$ cat src/rtl/mem_bank_prog_ctrl.sv
// Memory-bank programming controller.
// Streams one row of bitline data in DATA_W-wide words, then strobes that
// row's wordline for WL_PULSE cycles, and repeats this for every row.
// The bitline data is framed by one SETUP cycle and one HOLD cycle, so bl is
// stable for the whole wordline pulse. All outputs come straight from flops.

// Property checker for the controller outputs; bound inside the top module.
module mem_bank_prog_ctrl_chk #(
  parameter int NUM_WL = 4,
  parameter int NUM_BL = 40
) (
  input logic              prog_clk,
  input logic              prog_reset,
  input logic              s_ready,
  input logic              cfg_busy,
  input logic [NUM_BL-1:0] bl,
  input logic [NUM_WL-1:0] wl
);

  a_wl_onehot: assert property (@(posedge prog_clk) disable iff (prog_reset)
    $onehot0(wl));

  a_bl_stable_in_pulse: assert property (@(posedge prog_clk) disable iff (prog_reset)
    (wl != '0) |-> $stable(bl));

  a_ready_implies_busy: assert property (@(posedge prog_clk) disable iff (prog_reset)
    s_ready |-> cfg_busy);

endmodule

module mem_bank_prog_ctrl #(
  parameter int NUM_WL   = 4,
  parameter int NUM_BL   = 40,
  parameter int DATA_W   = 8,
  parameter int WL_PULSE = 2
) (
  input  logic              prog_clk,
  input  logic              prog_reset,
  input  logic              cfg_start,
  input  logic              s_valid,
  output logic              s_ready,
  input  logic [DATA_W-1:0] s_data,
  output logic [NUM_BL-1:0] bl,
  output logic [NUM_WL-1:0] wl,
  output logic              cfg_busy,
  output logic              cfg_done
);

  localparam int NUM_WORDS = NUM_BL / DATA_W;
  localparam int WORD_CW   = (NUM_WORDS > 1) ? $clog2(NUM_WORDS) : 1;
  localparam int ROW_CW    = (NUM_WL > 1) ? $clog2(NUM_WL) : 1;
  localparam int PULSE_CW  = 4;

  localparam logic [WORD_CW-1:0]  LAST_WORD  = WORD_CW'(NUM_WORDS - 1);
  localparam logic [ROW_CW-1:0]   LAST_ROW   = ROW_CW'(NUM_WL - 1);
  localparam logic [PULSE_CW-1:0] LAST_PULSE = PULSE_CW'(WL_PULSE - 1);

  typedef enum logic [2:0] {
    IDLE  = 3'd0,
    LOAD  = 3'd1,
    SETUP = 3'd2,
    PULSE = 3'd3,
    HOLD  = 3'd4,
    DONE  = 3'd5
  } state_t;

  state_t              state_r;
  logic [ROW_CW-1:0]   row_cnt_r;
  logic [WORD_CW-1:0]  word_cnt_r;
  logic [PULSE_CW-1:0] pulse_cnt_r;
  logic [NUM_BL-1:0]   bl_reg_r;

  logic                s_ready_r;
  logic [NUM_BL-1:0]   bl_r;
  logic [NUM_WL-1:0]   wl_r;
  logic                cfg_busy_r;
  logic                cfg_done_r;

  logic [NUM_BL-1:0]   bl_wr_s;
  logic [NUM_WL-1:0]   wl_row_s;

  // Row image with the incoming stream word merged in at the current word slot.
  always_comb begin
    bl_wr_s = bl_reg_r;
    bl_wr_s[int'(word_cnt_r) * DATA_W +: DATA_W] = s_data;
  end

  // One-hot wordline pattern for the row currently being programmed.
  always_comb begin
    wl_row_s = '0;
    wl_row_s[row_cnt_r] = 1'b1;
  end

  // Sequencer: state, counters, row image and the registered outputs for the next state.
  always_ff @(posedge prog_clk) begin
    if (prog_reset) begin
      state_r     <= IDLE;
      row_cnt_r   <= '0;
      word_cnt_r  <= '0;
      pulse_cnt_r <= '0;
      bl_reg_r    <= '0;
      s_ready_r   <= 1'b0;
      bl_r        <= '0;
      wl_r        <= '0;
      cfg_busy_r  <= 1'b0;
      cfg_done_r  <= 1'b0;
    end else begin
      case (state_r)
        IDLE: begin
          cfg_done_r <= 1'b0;
          if (cfg_start) begin
            state_r    <= LOAD;
            row_cnt_r  <= '0;
            word_cnt_r <= '0;
            s_ready_r  <= 1'b1;
            cfg_busy_r <= 1'b1;
          end else begin
            state_r <= IDLE;
          end
        end

        LOAD: begin
          if (s_valid) begin
            bl_reg_r <= bl_wr_s;
            if (word_cnt_r == LAST_WORD) begin
              // Last word of the row: present the completed image with wl low.
              word_cnt_r <= '0;
              state_r    <= SETUP;
              s_ready_r  <= 1'b0;
              bl_r       <= bl_wr_s;
            end else begin
              word_cnt_r <= word_cnt_r + WORD_CW'(1);
            end
          end else begin
            state_r <= LOAD;
          end
        end

        SETUP: begin
          state_r     <= PULSE;
          pulse_cnt_r <= '0;
          wl_r        <= wl_row_s;
        end

        PULSE: begin
          if (pulse_cnt_r == LAST_PULSE) begin
            state_r     <= HOLD;
            pulse_cnt_r <= '0;
            wl_r        <= '0;
          end else begin
            pulse_cnt_r <= pulse_cnt_r + PULSE_CW'(1);
          end
        end

        HOLD: begin
          bl_r <= '0;
          if (row_cnt_r == LAST_ROW) begin
            state_r    <= DONE;
            cfg_busy_r <= 1'b0;
            cfg_done_r <= 1'b1;
          end else begin
            state_r   <= LOAD;
            row_cnt_r <= row_cnt_r + ROW_CW'(1);
            s_ready_r <= 1'b1;
          end
        end

        DONE: begin
          state_r    <= IDLE;
          cfg_done_r <= 1'b0;
        end

        default: begin
          state_r     <= IDLE;
          row_cnt_r   <= '0;
          word_cnt_r  <= '0;
          pulse_cnt_r <= '0;
          s_ready_r   <= 1'b0;
          bl_r        <= '0;
          wl_r        <= '0;
          cfg_busy_r  <= 1'b0;
          cfg_done_r  <= 1'b0;
        end
      endcase
    end
  end

  assign s_ready  = s_ready_r;
  assign bl       = bl_r;
  assign wl       = wl_r;
  assign cfg_busy = cfg_busy_r;
  assign cfg_done = cfg_done_r;

  mem_bank_prog_ctrl_chk #(
    .NUM_WL (NUM_WL),
    .NUM_BL (NUM_BL)
  ) u_chk (
    .prog_clk   (prog_clk),
    .prog_reset (prog_reset),
    .s_ready    (s_ready_r),
    .cfg_busy   (cfg_busy_r),
    .bl         (bl_r),
    .wl         (wl_r)
  );

endmodule

$ cat config.mk
export PLATFORM = sky130hd
export DESIGN_NAME = mem_bank_prog_ctrl
export DESIGN_NICKNAME = d
export VERILOG_FILES = /design/src/rtl/mem_bank_prog_ctrl.sv
export SDC_FILE = /design/constraint.sdc
export NUM_CORES = 1
export LEC_CHECK = 0
export ABC_AREA = 0
export BUFFER_PORTS_ARGS = -buffer_cell sky130_fd_sc_hd__buf_2
export CAP_MARGIN = 20
export CELL_PAD_IN_SITES_DETAIL_PLACEMENT = 0
export CELL_PAD_IN_SITES_GLOBAL_PLACEMENT = 1
export CORE_UTILIZATION = 43
export DETAILED_ROUTE_END_ITERATION = 6
export GPL_TIMING_DRIVEN = 0
export PLACE_DENSITY_LB_ADDON = 0.1
export SETUP_SLACK_MARGIN = 0.02
export SYNTH_ARGS = -nofsm -noshare
export SYNTH_HDL_FRONTEND = slang
export SYNTH_SLANG_ARGS = --single-unit
$ cat constraint.sdc
create_clock -name prog_clk -period 2.8 [get_ports prog_clk]
set_input_delay 0.28 -clock prog_clk [delete_from_list [all_inputs] [get_ports prog_clk]]
set_output_delay 0.28 -clock prog_clk [all_outputs]
set_load 0.05 [all_outputs]
After elaboration in Yosys (flattened, before gate mapping)

Cells that the tools add are included.

$add $sub $neg: 4
$lt $le $gt $ge: 2
Eq/ne operators: 15
Shift-type cells: 2
Multiplexer cells: 32
Bitwise operators: 6
Reductions and logical operators: 17

Operators by type and width:

| cell                                                  | count |
|---|---|
| two-way mux 40 bit                                    | 2 |
| one-hot mux 40 bit (2 select lines)                   | 1 |
| bitwise mux 40 bit                                    | 1 |
| variable shift 8 x 33 -> 40 bit, first input constant | 1 |
| indexed part select 8 x 33 -> 40 bit                  | 1 |
| negator 6 -> 33 bit                                   | 1 |
| two-way mux 3 bit                                     | 7 |
| OR reduction 4 bit                                    | 4 |
| one-hot mux 3 bit (5 select lines)                    | 1 |
| inequality test 2 bit, second input constant          | 6 |
| one-hot mux 4 bit (3 select lines)                    | 1 |
| AND reduction 3 bit                                   | 4 |
| equality test 3 bit, second input constant            | 3 |
| one-hot mux 3 bit (3 select lines)                    | 1 |
| two-way mux 1 bit                                     | 8 |
| two-way mux 4 bit                                     | 2 |
| one-hot mux 4 bit (2 select lines)                    | 1 |
| AND reduction 2 bit                                   | 4 |
| equality test 3 x 2 -> 1 bit, second input constant   | 2 |
| inverter 1 bit                                        | 6 |
| one-hot mux 2 bit (3 select lines)                    | 1 |
| OR reduction 3 bit                                    | 2 |
| AND reduction 5 bit                                   | 1 |
| adder 4 x 1 -> 4 bit, second input constant           | 1 |
| 15 further kinds                                      | 16 |

Register bits: 99
Input port bits: 12
Word-level logic and storage cells: 88

Logic depth before layout (Yosys ltp)

Gate-level depths: netlist of run 1.

Word-level depth: 6
Depth in mapped cells: 9
Mapped depth without buffers: 7

Worst setup path before layout of run 1

OpenSTA, ideal clock, no wires.

Kind: register to register
Start point: reg word_cnt_r[0]
End point: reg bl_r[38], in the netlist bl[38]
Setup time: 0.129 ns
Arrival: 2.124 ns
Data required time: 2.671 ns
Slack: 0.548 ns
Stages on the path, launching flop included: 10
Path buffers: 2
Clock period less this slack: 2.252 ns
Path through: dfxtp_1 buf_2 inv_1 ha_1 ha_1 nand2b_1 nor4_4 buf_4 mux2i_1 o21ai_0

Word-level cells in the longest chain between the ends: 6
Elaborated cells on any way between the ends: 10
Classes of those cells: 1 x add/sub; 2 x eq/ne; 2 x shift; 4 x mux; 1 x reduce/logical

RTL lines:

| element                                                                                 | RTL line | RTL |
|---|---|---|
| from (decl)                                                                             | 69       | `logic [WORD_CW-1:0] word_cnt_r;` |
| from (signal assigned)                                                                  | 132      | `word_cnt_r <= word_cnt_r + WORD_CW'(1);` |
| negator 6 -> 33 bit                                                                     | 85       | `bl_wr_s[int'(word_cnt_r) * DATA_W +: DATA_W] = s_data;` |
| indexed part select 8 x 33 -> 40 bit or variable shift 8 x 33 -> 40 bit (tied branches) | 85       |  |
| bitwise mux 40 bit                                                                      | 85       |  |
| two-way mux 40 bit                                                                      | 125      | `if (word_cnt_r == LAST_WORD) begin` |
| two-way mux 40 bit                                                                      | 123      | `if (s_valid) begin` |
| one-hot mux 40 bit (2 select lines)                                                     | 108      | `case (state_r)` |
| to (signal assigned)                                                                    | 130      | `bl_r <= bl_wr_s;` |
| to (decl)                                                                               | 74       | `logic [NUM_BL-1:0] bl_r;` |

Parallel ways exist; a longest one is shown, timed or not. The select of a mux whose other input is x is not followed.
A chain may end at the register's enable or synchronous reset.

Worst setup path after layout of run 1

Start point: reg word_cnt_r[0]
End point: reg bl_r[39], in the netlist bl[39]

The elaborated chain is that of the path after synthesis.

==> results of run 1 <==
==> registers in the layout, summed over array words and instances, names as in the netlist <==
name,cells
wl,4
bl,40
bl_reg_r,40
state_r,3
row_cnt_r,2
pulse_cnt_r,4
word_cnt_r,3
s_ready,1
cfg_done,1
cfg_busy,1
==> power groups by stage <==
stage / combinational (mW) / sequential, mW / clock [mW]
after detailed placement: 0.241 / 1.46 / 0
after CTS: 0.242 / 1.43 / 0.957
after global placement: 0.239 / 1.46 / 0
after global routing: 0.264 / 1.43 / 1.02
final: 0.241 / 1.43 / 0.932
after floorplan: 0.167 / 1.47 / 0
==> worst max-delay path, stage by stage (launching register included) <==
cell,delay [ns]
dfxtp_1,0.35
buf_2,0.20
inv_1,0.06
ha_1,0.23
ha_1,0.34
nand2b_1,0.21
nor4_4,0.46
buf_4,0.25
mux2i_1,0.23
o21ai_0,0.09
==> cells in the final DEF (no fill, tap or decap), types with 2 or more instances in the layout <==
cell / synthesis / final
a221oi_1: 3 / 2
nand4b_1: 2 / 2
nor3b_1: 2 / 2
buf_2: 10 / 59
nor4_4: 2 / 2
nand3_1: 17 / 17
a21oi_1: 29 / 29
nand4_1: 3 / 3
nor3_1: 4 / 4
nor2_1: 39 / 39
ha_1: 11 / 11
xor2_1: 2 / 2
nor2b_1: 4 / 4
clkinv_2: 0 / 2
clkbuf_1: 23 / 25
mux2i_1: 64 / 64
nor4_1: 2 / 2
buf_4: 1 / 4
nor2_2: 2 / 2
clkbuf_8: 0 / 10
nand2_1: 61 / 61
buf_1: 2 / 2
dfxtp_1: 99 / 99
inv_1: 8 / 8
a22o_1: 4 / 4
and2_1: 8 / 8
o211ai_1: 2 / 2
nand2b_1: 7 / 7
o21ai_1: 6 / 6
o21ai_0: 41 / 41
==> layer usage <==
metal | vias to the layer above | global-route usage, % | routed length, microns
met3 | 13 | 2.873 | 266
li1 | 1763 | - | -
met1 | 1615 | 27.42 | 4867
met4 | 0 | 9.011 | 165
met5 | - | 0 | 0
met2 | 52 | 32.32 | 4593
==> cell families (layout without fill, tap and decap cells) <==
| logic type | count (synthesis) | in the layout | share of synthesized area (%) |
|---|---|---|---|
| and+or+nand+nor | 164 | 164 | 19.55 |
| AOI/OAI and AO/OA | 90 | 90 | 11.47 |
| DFF | 99 | 99 | 45.89 |
| adders and majority gates | 11 | 11 | 3.187 |
| muxes | 65 | 65 | 15.09 |
| buffers and inverters | 44 | 113 | 4.201 |
| xor gates and xnor gates | 3 | 3 | 0.6085 |
==> area by class of cell <==
class | count | area [sq um]
Buffer | 36 | 153.9
Fill cell | 959 | 4807
Timing Repair Buffer | 53 | 272.8
Clock inverter | 4 | 48.80
Clock buffer | 12 | 145.1
Multi-Input combinational cell | 333 | 2168
Inverter | 8 | 30.03
Tap cell | 133 | 166.4
Sequential cell | 99 | 1982
==> worst max-delay path by stage <==
| stage | from | slack, ns | cells after the start | endpoint |
|---|---|---|---|---|
| global placement | word_cnt_r[0]$_SDFFE_PP0P_ | 0.25 | 9 | bl[30]$_SDFFE_PP0P_ |
| floorplan | word_cnt_r[0]$_SDFFE_PP0P_ | 0.55 | 9 | bl[38]$_SDFFE_PP0P_ |
| global route | word_cnt_r[0]$_SDFFE_PP0P_ | 0.03 | 9 | bl[39]$_SDFFE_PP0P_ |
| finish | word_cnt_r[0]$_SDFFE_PP0P_ | 0.25 | 9 | bl[39]$_SDFFE_PP0P_ |
| CTS | word_cnt_r[0]$_SDFFE_PP0P_ | 0.19 | 9 | bl[39]$_SDFFE_PP0P_ |
| detailed placement | word_cnt_r[0]$_SDFFE_PP0P_ | 0.21 | 9 | bl[39]$_SDFFE_PP0P_ |
==> timing repair <==
action	in CTS	in global routing
resized for setup	0	3
endpoints found under the setup margin	0	27
setup buffers	0	3
==> key figures, run 1 <==
Place
  • DP HPWL: 7052 microns
  • Port buffer count: 50
  • GP Congestion: 0.8029
  • Cell count after placement: 659
  • Pre-CTS WS: 0.2050 ns
  • Placed cell area: 4736 sq um

Timing
  • Fin crit period: 2.548 ns
  • Max-slew violation count: 0
  • Max_slew headroom: 49.77%
  • Post-Route Skew: 0.007326 ns
  • Max Freq: 0.3925 GHz
  • Final hold viol count: 0
  • Setup TNS: 0 ns
  • Setup violators final: 0
  • Hold Slack: 0.2731 ns
  • Final period util: 90.98%
  • Post-route setup slack: 0.2525 ns
  • Least-Margin Pin Slew: 0.7478 ns
  • RSZ-0062 raised after global routing: false

Global route
  • Initial antenna violation count: 0
  • Gr usage total: 20.30%
  • Vias in the first global route: 3,106
  • Gr ovfl total: 0
  • First-pass GRT wire length: 15,990 microns
  • Largest net degree at the start of global routing: 16

Yosys
  • Cell Area, Synth: 4319 sq um
  • Most common cell in the netlist: dfxtp_1
  • Synth unique cells: 46
  • Synthesized area per cell: 9.074 sq um
  • Post-Synthesis Cells: 476
  • Synth cell count leaders: 99 x dfxtp_1, 64 x mux2i_1, 61 x nand2_1
  • Post-synth top flop: dfxtp_1
  • Synth warn: 0
  • FFs w/ async S/R, synth: 0%
  • Synth area leaders: dfxtp_1 46%, mux2i_1 15%, nand2_1 5.3%, o21ai_0 4.8%, nor2_1 3.4%
  • Flops & latches, synth: 99
  • Synthesized net count: 499
  • Post-synth top area share: 45.89%
  • Synth area leader: dfxtp_1
  • Sequential element share of the synthesized area: 45.89%
  • Number of synthesized flops with an enable pin: 0

Finish
  • Area Overhead vs Synth: 15.01%
  • Layout Nets: 563
  • Post-layout util: 50.82%
  • Final cell count without fillers: 678
  • Final Instance Area: 4967 sq um
  • # diodes: 0
  • Share of cells above drive strength 1: 16.51%

Critical path
  • R2R depth: 9
  • Crit end category: flop
  • Worst r2r src: word_cnt_r[0]$_SDFFE_PP0P_
  • CP Max Fanout: 10
  • CP Launch Type: flop
  • Worst reg2reg setup slack: 0.25 ns
  • RR Endpoint: bl[39]$_SDFFE_PP0P_
  • Setup CP Type: reg -> reg
  • CP required: 3.05 ns
  • Worst EP arrival: 2.79 ns

Clock network
  • Hold buffers post-CTS: 0
  • H-tree depth: 3
  • Clock transition at path regs: 0.10 ns
  • Clock tree buffer depth: 2
  • Num Clock Sinks: 99
  • Root buffer cell: clkbuf_8
  • TritonCTS Buffers: 9
  • Clock Latency Late Sink: 0.37 ns
  • CTS tree: done

Power
  • Switch share: 25.46%
  • Cell-internal power: 1.942 mW
  • NetSw: 0.6631 mW
  • Pwr/cell area: 524.4 nW/um^2
  • Power Total: 2.605 mW
  • Sequential Power Share: 55.0%
  • LEAKAGE: 1.927 nW
  • Combinational power share: 9.3%
  • Clock power share: 35.8%
  • VDD IR-drop max: 0.2009 mV

Worst hold path
  • Worst Hold Class: in -> reg
  • Worst Hold Endpoint: word_cnt_r[2]$_SDFFE_PP0P_
  • Min-delay src: s_valid
  • Worst hold stages: 3

Detailed routing
  • 1st-iter DRT viols: 95
  • DRT Wirelength: 9892 microns
  • Vias per inst: 5.078
  • Final ANT Viol Nets: 0
  • Avg WL per Cell: 14.59 microns
  • Router iterations before antenna repair: 4
  • Residual DRC: 0
  • Via count: 3,443

Outcome
  • Status: complete, no violations

Floorplanning
  • Die Y: 102.2 microns
  • Core Region: 9774 sq um
  • I/O Pins: 59
  • Initial Util: 44.19%
  • Chip width: 102.2 microns
  • Die area: 10,450 sq um
  • Rows: 36

Run
  • Max-Cap Viols: 0
Power figures use the tool's default switching activity.
==> inputs of run 2 (changes only) <==
PLACE_DENSITY_LB_ADDON = 0.12   (was 0.1)
==> key figures, run 2 (synthesis results as in run 1) <==
Power
  • Switch share: 26.54% (+1.1 points)
  • Clock power share: 36.2% (+0.4 points)
  • NetSw: 0.6965 mW (+5.0%)
  • Pwr/cell area: 526.6 nW/um^2 (+0.43%)
  • Combinational power share: 9.3% (about the same)
  • VDD IR-drop max: 0.2471 mV (+23%)
  • LEAKAGE: 1.926 nW (about the same)
  • Cell-internal power: 1.927 mW (-0.74%)
  • Sequential Power Share: 54.6% (-0.4 points)

Finish
  • Share of cells above drive strength 1: 16.85% (+0.34 points)
  • # diodes: 0 (unchanged)
  • Layout fillers: 1,005 (+4.8%)
  • Area Overhead vs Synth: 15.35%
  • Final Instance Area: 4982 sq um (+0.30%)
  • Commonest non-fill, non-tap cell in the layout: dfxtp_1
  • Most frequent cells in the layout: 99 x dfxtp_1, 64 x mux2i_1, 61 x nand2_1
  • Layout Nets: 564 (+0.18%)

Place
  • DP HPWL: 7089 microns (+0.52%)
  • GP Congestion: 0.7673 (-4.4%)
  • Placed cell area: 4736 sq um (unchanged)
  • Port buffer count: 50 (unchanged)

Critical path
  • Worst EP arrival: 2.77 ns (-0.02 ns)
  • CP Launch Type: flop
  • CP Max Fanout: 10 (unchanged)
  • Crit end category: flop
  • CP required: 3.05 ns (about the same)
  • Worst r2r src: word_cnt_r[0]$_SDFFE_PP0P_
  • Worst reg2reg setup slack: 0.28 ns (+0.03 ns)
  • Setup CP Type: reg -> reg
  • RR Endpoint: bl[31]$_SDFFE_PP0P_
  • R2R depth: 9 (unchanged)

Clock network
  • CTS tree: done
  • Root buffer cell: clkbuf_8
  • Clock transition at path regs: 0.11 ns (about the same)
  • Num Clock Sinks: 99 (unchanged)
  • Hold buffers post-CTS: 0 (unchanged)
  • Clock tree buffer depth: 2 (unchanged)
  • H-tree depth: 3 (unchanged)
  • Clock Latency Late Sink: 0.37 ns (about the same)
  • TritonCTS Buffers: 9 (unchanged)

Global route
  • Gr usage total: 20.23% (-0.076 points)
  • Gr ovfl total: 0 (unchanged)
  • Largest net degree at the start of global routing: 18 (+2)
  • First-pass GRT wire length: 16,030 microns (+0.26%)
  • Initial antenna violation count: 0 (unchanged)
  • Vias in the first global route: 3,162 (+1.8%)

Timing
  • Max_slew headroom: 51.81% (+2.0 points)
  • Setup violators final: 0 (unchanged)
  • Setup TNS: 0 ns (unchanged)
  • Final hold viol count: 0 (unchanged)
  • RSZ-0062 raised after global routing: false
  • Max-slew violation count: 0 (unchanged)
  • Post-Route Skew: 0.01417 ns (+0.006848 ns)
  • Max Freq: 0.3968 GHz (+1.1%)
  • Least-Margin Pin Slew: 0.7175 ns (-0.03028 ns)
  • Fin crit period: 2.520 ns (-0.02725 ns)
  • Final period util: 90.01% (-0.97 points)

Floorplanning
  • Die area: 10,450 sq um (unchanged)
  • Core Region: 9774 sq um (unchanged)
  • Die Y: 102.2 microns (unchanged)
  • Rows: 36 (unchanged)
  • I/O Pins: 59 (unchanged)
  • Initial Util: 44.19% (unchanged)
  • Chip width: 102.2 microns (unchanged)

Detailed routing
  • Residual DRC: 0 (unchanged)
  • Router iterations before antenna repair: 4 (unchanged)
  • Vias per inst: 5.066 (-0.23%)
  • Final ANT Viol Nets: 0 (unchanged)
  • DRT Wirelength: 10,070 microns (+1.8%)
  • Avg WL per Cell: 14.83 microns (+1.6%)
  • Via count: 3,440 (-0.087%)
  • 1st-iter DRT viols: 103 (+8.4%)

Worst hold path
  • Min-delay src: s_valid
  • Worst Hold Endpoint: word_cnt_r[2]$_SDFFE_PP0P_
  • Worst hold stages: 3 (unchanged)
  • Worst Hold Class: in -> reg

Run
  • Max-Cap Viols: 0 (unchanged)

Outcome
  • Status: complete, no violations
## run 2: cell count changes in the layout (fill, tap and decap cells not counted), sizes merged
cell      change
buf           +1
clkinv        -1
inv           +1
clkinvlp      +2
clkbuf        -2
## run 2: final cells by class
| cell class | instances | area [sq um] | share of cell area (%) |
|---|---|---|---|
| multi-input combinational | 333 | 2168 | 43.52 |
| sequential | 99 | 1982 | 39.78 |
| timing repair buffer | 54 | 280.3 | 5.625 |
| tap | 133 | 166.4 | 3.340 |
| buffer | 36 | 153.9 | 3.089 |
| clock buffer | 10 | 127.6 | 2.562 |
| clock inverter | 6 | 73.82 | 1.482 |
| inverter | 8 | 30.03 | 0.6027 |
## run 2: power by group through the flow
| stage | registers, mW | logic [mW] | clock network [mW] |
|---|---|---|---|
| after floorplan | 1.47 | 0.167 | 0 |
| after global placement | 1.46 | 0.240 | 0 |
| after detailed placement | 1.46 | 0.243 | 0 |
| after CTS | 1.43 | 0.243 | 0.967 |
| after global routing | 1.43 | 0.266 | 1.02 |
| final | 1.43 | 0.243 | 0.949 |
## run 2: worst max-delay path, cell delays in order, from the launching register on
cell and delay (ns):
dfxtp_1 0.35, buf_2 0.20, inv_1 0.06, ha_1 0.24, ha_1 0.34, nor4bb_1 0.35
clkbuf_4 0.30, buf_2 0.25, mux2i_1 0.22, o21ai_0 0.09
## run 2: how the worst max path moves through the flow
stage	from	to	slack, ns	cells after the start
after floorplan	word_cnt_r[0]$_SDFFE_PP0P_	bl[38]$_SDFFE_PP0P_	0.55	9
after global placement	word_cnt_r[0]$_SDFFE_PP0P_	bl[39]$_SDFFE_PP0P_	0.25	9
after global routing	word_cnt_r[0]$_SDFFE_PP0P_	bl[31]$_SDFFE_PP0P_	0.002	9
final	word_cnt_r[0]$_SDFFE_PP0P_	bl[31]$_SDFFE_PP0P_	0.28	9
after detailed placement	word_cnt_r[0]$_SDFFE_PP0P_	bl[39]$_SDFFE_PP0P_	0.20	9
after CTS	word_cnt_r[0]$_SDFFE_PP0P_	bl[39]$_SDFFE_PP0P_	0.19	9
## run 2: metal layers
| metal | track usage [%] | routed length [microns] | share of wire [%] |
|---|---|---|---|
| met1 | 27.09 | 4927 | 49 |
| met2 | 32.73 | 4615 | 46 |
| met3 | 3.078 | 386 | 3.8 |
| met4 | 8.022 | 137 | 1.4 |
| met5 | 0 | 0 | 0 |
## run 2: per-stage QoR
step,worst slack (ns),hold WS [ns],power (mW),std cells,util (%)
after floorplan,0.5475,0.4357,1.641,476,-
after global placement,0.2497,0.4317,1.703,659,48.45
after detailed placement,0.2038,0.4384,1.707,659,48.45
after CTS,0.1859,0.2590,2.641,675,50.51
after global routing,0.002459,0.2741,2.724,679,50.97
final,0.2797,0.2734,2.624,679,50.97
## run 2: timing repair
item                                    CTS  global route
buffers inserted                          0             4
endpoints found under the setup margin    0            16
resized for setup                         0             3
==> inputs of run 3 (changes only) <==
CAP_MARGIN = 5   (was 20)
CORE_UTILIZATION = 47   (was 43)
clock period = 3.08 ns   (was 2.8 ns; I/O delays follow)
==> key figures, run 3 (synthesis results as in run 1) <==
Outcome
  • Status: complete, but fails checks
  • Violated checks: design-rule violations

Clock network
  • Clock tree buffer depth: 2 (unchanged)
  • TritonCTS Buffers: 9 (unchanged)
  • Hold buffers post-CTS: 0 (unchanged)
  • Clock transition at path regs: 0.10 ns (about the same)
  • H-tree depth: 3 (unchanged)
  • Post-cts sizing count: 0 (unchanged)
  • Num Clock Sinks: 99 (unchanged)
  • Clock Latency Late Sink: 0.36 ns (about the same)
  • Root buffer cell: clkbuf_8
  • CTS tree: done
  • Setup repair bufs after CTS: 0 (unchanged)

Power
  • Pwr/cell area: 485.4 nW/um^2 (-7.8%)
  • LEAKAGE: 1.894 nW (-1.7%)
  • Cell-internal power: 1.769 mW (-8.2%)
  • Sequential Power Share: 54.6% (about the same)
  • Switch share: 25.74% (-0.81 points)
  • NetSw: 0.6130 mW (-12%)
  • Clock power share: 36.2% (about the same)
  • VDD IR-drop max: 0.2138 mV (-13%)
  • Combinational power share: 9.1% (-0.2 points)

Timing
  • Post-route setup slack: 0.4384 ns (+0.1586 ns)
  • Max Freq: 0.3786 GHz (-4.6%)
  • Setup TNS: 0 ns (unchanged)
  • RSZ-0062 raised after global routing: false
  • Max_slew headroom: 43.55% (-8.3 points)
  • Post-Route Skew: 0.007924 ns (-0.006250 ns)
  • Fin crit period: 2.642 ns (+0.1214 ns)
  • Final period util: 85.77% (-4.2 points)
  • Least-Margin Pin Slew: 0.8421 ns (+0.1246 ns)
  • Final hold viol count: 0 (unchanged)
  • Setup violators final: 0 (unchanged)
  • Max-slew violation count: 0 (unchanged)

Global route
  • Initial antenna violation count: 0 (unchanged)
  • Largest net degree at the start of global routing: 17 (-1)
  • First-pass GRT wire length: 15,920 microns (-0.69%)
  • Gr ovfl total: 0 (unchanged)
  • Gr usage total: 20.98% (+0.75 points)
  • Vias in the first global route: 3,251 (+2.8%)

Finish
  • Commonest non-fill, non-tap cell in the layout: dfxtp_1
  • Share of cells above drive strength 1: 16.05% (-0.80 points)
  • Area Overhead vs Synth: 13.62%
  • Layout Nets: 560 (-0.71%)
  • Most frequent cells in the layout: 99 x dfxtp_1, 64 x mux2i_1, 61 x nand2_1
  • # diodes: 0 (unchanged)
  • Post-layout util: 55.73% (+4.8 points)

Floorplanning
  • Die area: 9577 sq um (-8.3%)
  • Core Region: 8806 sq um (-9.9%)
  • Die Y: 97.86 microns (-4.3%)
  • I/O Pins: 59 (unchanged)
  • Initial Util: 49.05% (+4.9 points)
  • Chip width: 97.86 microns (-4.3%)
  • Rows: 34 (-5.6%)

Worst hold path
  • Min-delay src: s_valid
  • Worst hold stages: 3 (unchanged)
  • Worst Hold Class: in -> reg
  • Worst Hold Endpoint: word_cnt_r[2]$_SDFFE_PP0P_

Place
  • Pre-CTS WS: 0.4443 ns (+0.2405 ns)
  • DP HPWL: 6821 microns (-3.8%)
  • GP Congestion: 0.8527 (+11%)
  • Port buffer count: 50 (unchanged)

Detailed routing
  • DRT Wirelength: 9685 microns (-3.8%)
  • Residual DRC: 10 (+10)
  • Via count: 3,395 (-1.3%)
  • 1st-iter DRT viols: 68 (-34%)
  • Router iterations before antenna repair: 7 (+3)
  • Avg WL per Cell: 14.90 microns (+0.50%)
  • Vias per inst: 5.223 (+3.1%)
  • Final ANT Viol Nets: 0 (unchanged)

Critical path
  • CP Max Fanout: 8 (-2)
  • Worst r2r src: word_cnt_r[0]$_SDFFE_PP0P_
  • Crit end category: flop
  • Setup CP Type: reg -> reg
  • CP Launch Type: flop
  • R2R depth: 8 (-1)
  • Worst reg2reg setup slack: 0.44 ns (+0.16 ns)
  • CP required: 3.32 ns (+0.27 ns)
  • RR Endpoint: bl[21]$_SDFFE_PP0P_
  • Worst EP arrival: 2.89 ns (+0.12 ns)

Run
  • Max-Cap Viols: 0 (unchanged)
[run 3: how the worst max path moves through the flow]
stage,startpoint,end,slack [ns],cells past startpoint
final,word_cnt_r[0]$_SDFFE_PP0P_,bl[21]$_SDFFE_PP0P_,0.44,8
after global routing,word_cnt_r[0]$_SDFFE_PP0P_,bl[21]$_SDFFE_PP0P_,0.24,8
after CTS,word_cnt_r[0]$_SDFFE_PP0P_,bl[21]$_SDFFE_PP0P_,0.44,8
after detailed placement,word_cnt_r[0]$_SDFFE_PP0P_,bl[21]$_SDFFE_PP0P_,0.44,8
after global placement,word_cnt_r[0]$_SDFFE_PP0P_,bl[38]$_SDFFE_PP0P_,0.55,9
after floorplan,word_cnt_r[0]$_SDFFE_PP0P_,bl[38]$_SDFFE_PP0P_,0.83,9
[run 3: power by group through the flow]
stage / clock network [mW] / registers, mW / logic (mW)
floorplan: 0 / 1.34 / 0.152
global placement: 0 / 1.33 / 0.214
detailed placement: 0 / 1.33 / 0.218
CTS: 0.887 / 1.30 / 0.218
global route: 0.933 / 1.30 / 0.239
finish: 0.863 / 1.30 / 0.217
[run 3: worst max-delay path: stages (launching register included)]
cell      delay (ns)
dfxtp_1         0.35
buf_2           0.22
inv_1           0.07
ha_1            0.24
ha_1            0.35
nand2b_1        0.20
nor3_2          0.74
mux2i_1         0.28
o21ai_0         0.09
[run 3: layout make-up]
cell class,instances,area (sq um)
Fill cell,865,3899
Multi-Input combinational cell,333,2156
Sequential cell,99,1982
Timing Repair Buffer,50,250.2
Buffer,36,151.4
Clock buffer,11,141.4
Tap cell,108,135.1
Clock inverter,5,61.31
Inverter,8,30.03
[run 3: per-stage QoR]
stage          instance area (sq um)  cells  power (mW)  hold slack (ns)
6_report                        4907    650       2.382           0.2966
5_1_grt                         4907    650       2.476           0.3080
4_1_cts                         4907    650       2.407           0.2769
3_5_place_dp                    4705    634       1.549           0.4369
3_3_place_gp                    4705    634       1.545           0.4309
2_1_floorplan                   4319    476       1.492           0.4357
[run 3: per-layer routing]
| layer | GRT usage, % | up-vias | routed length [microns] |
|---|---|---|---|
| li1 | - | 1762 | - |
| met1 | 27.05 | 1567 | 4624 |
| met2 | 35.70 | 56 | 4656 |
| met3 | 3.508 | 10 | 269 |
| met4 | 6.760 | 0 | 134 |
| met5 | 0 | - | 0 |
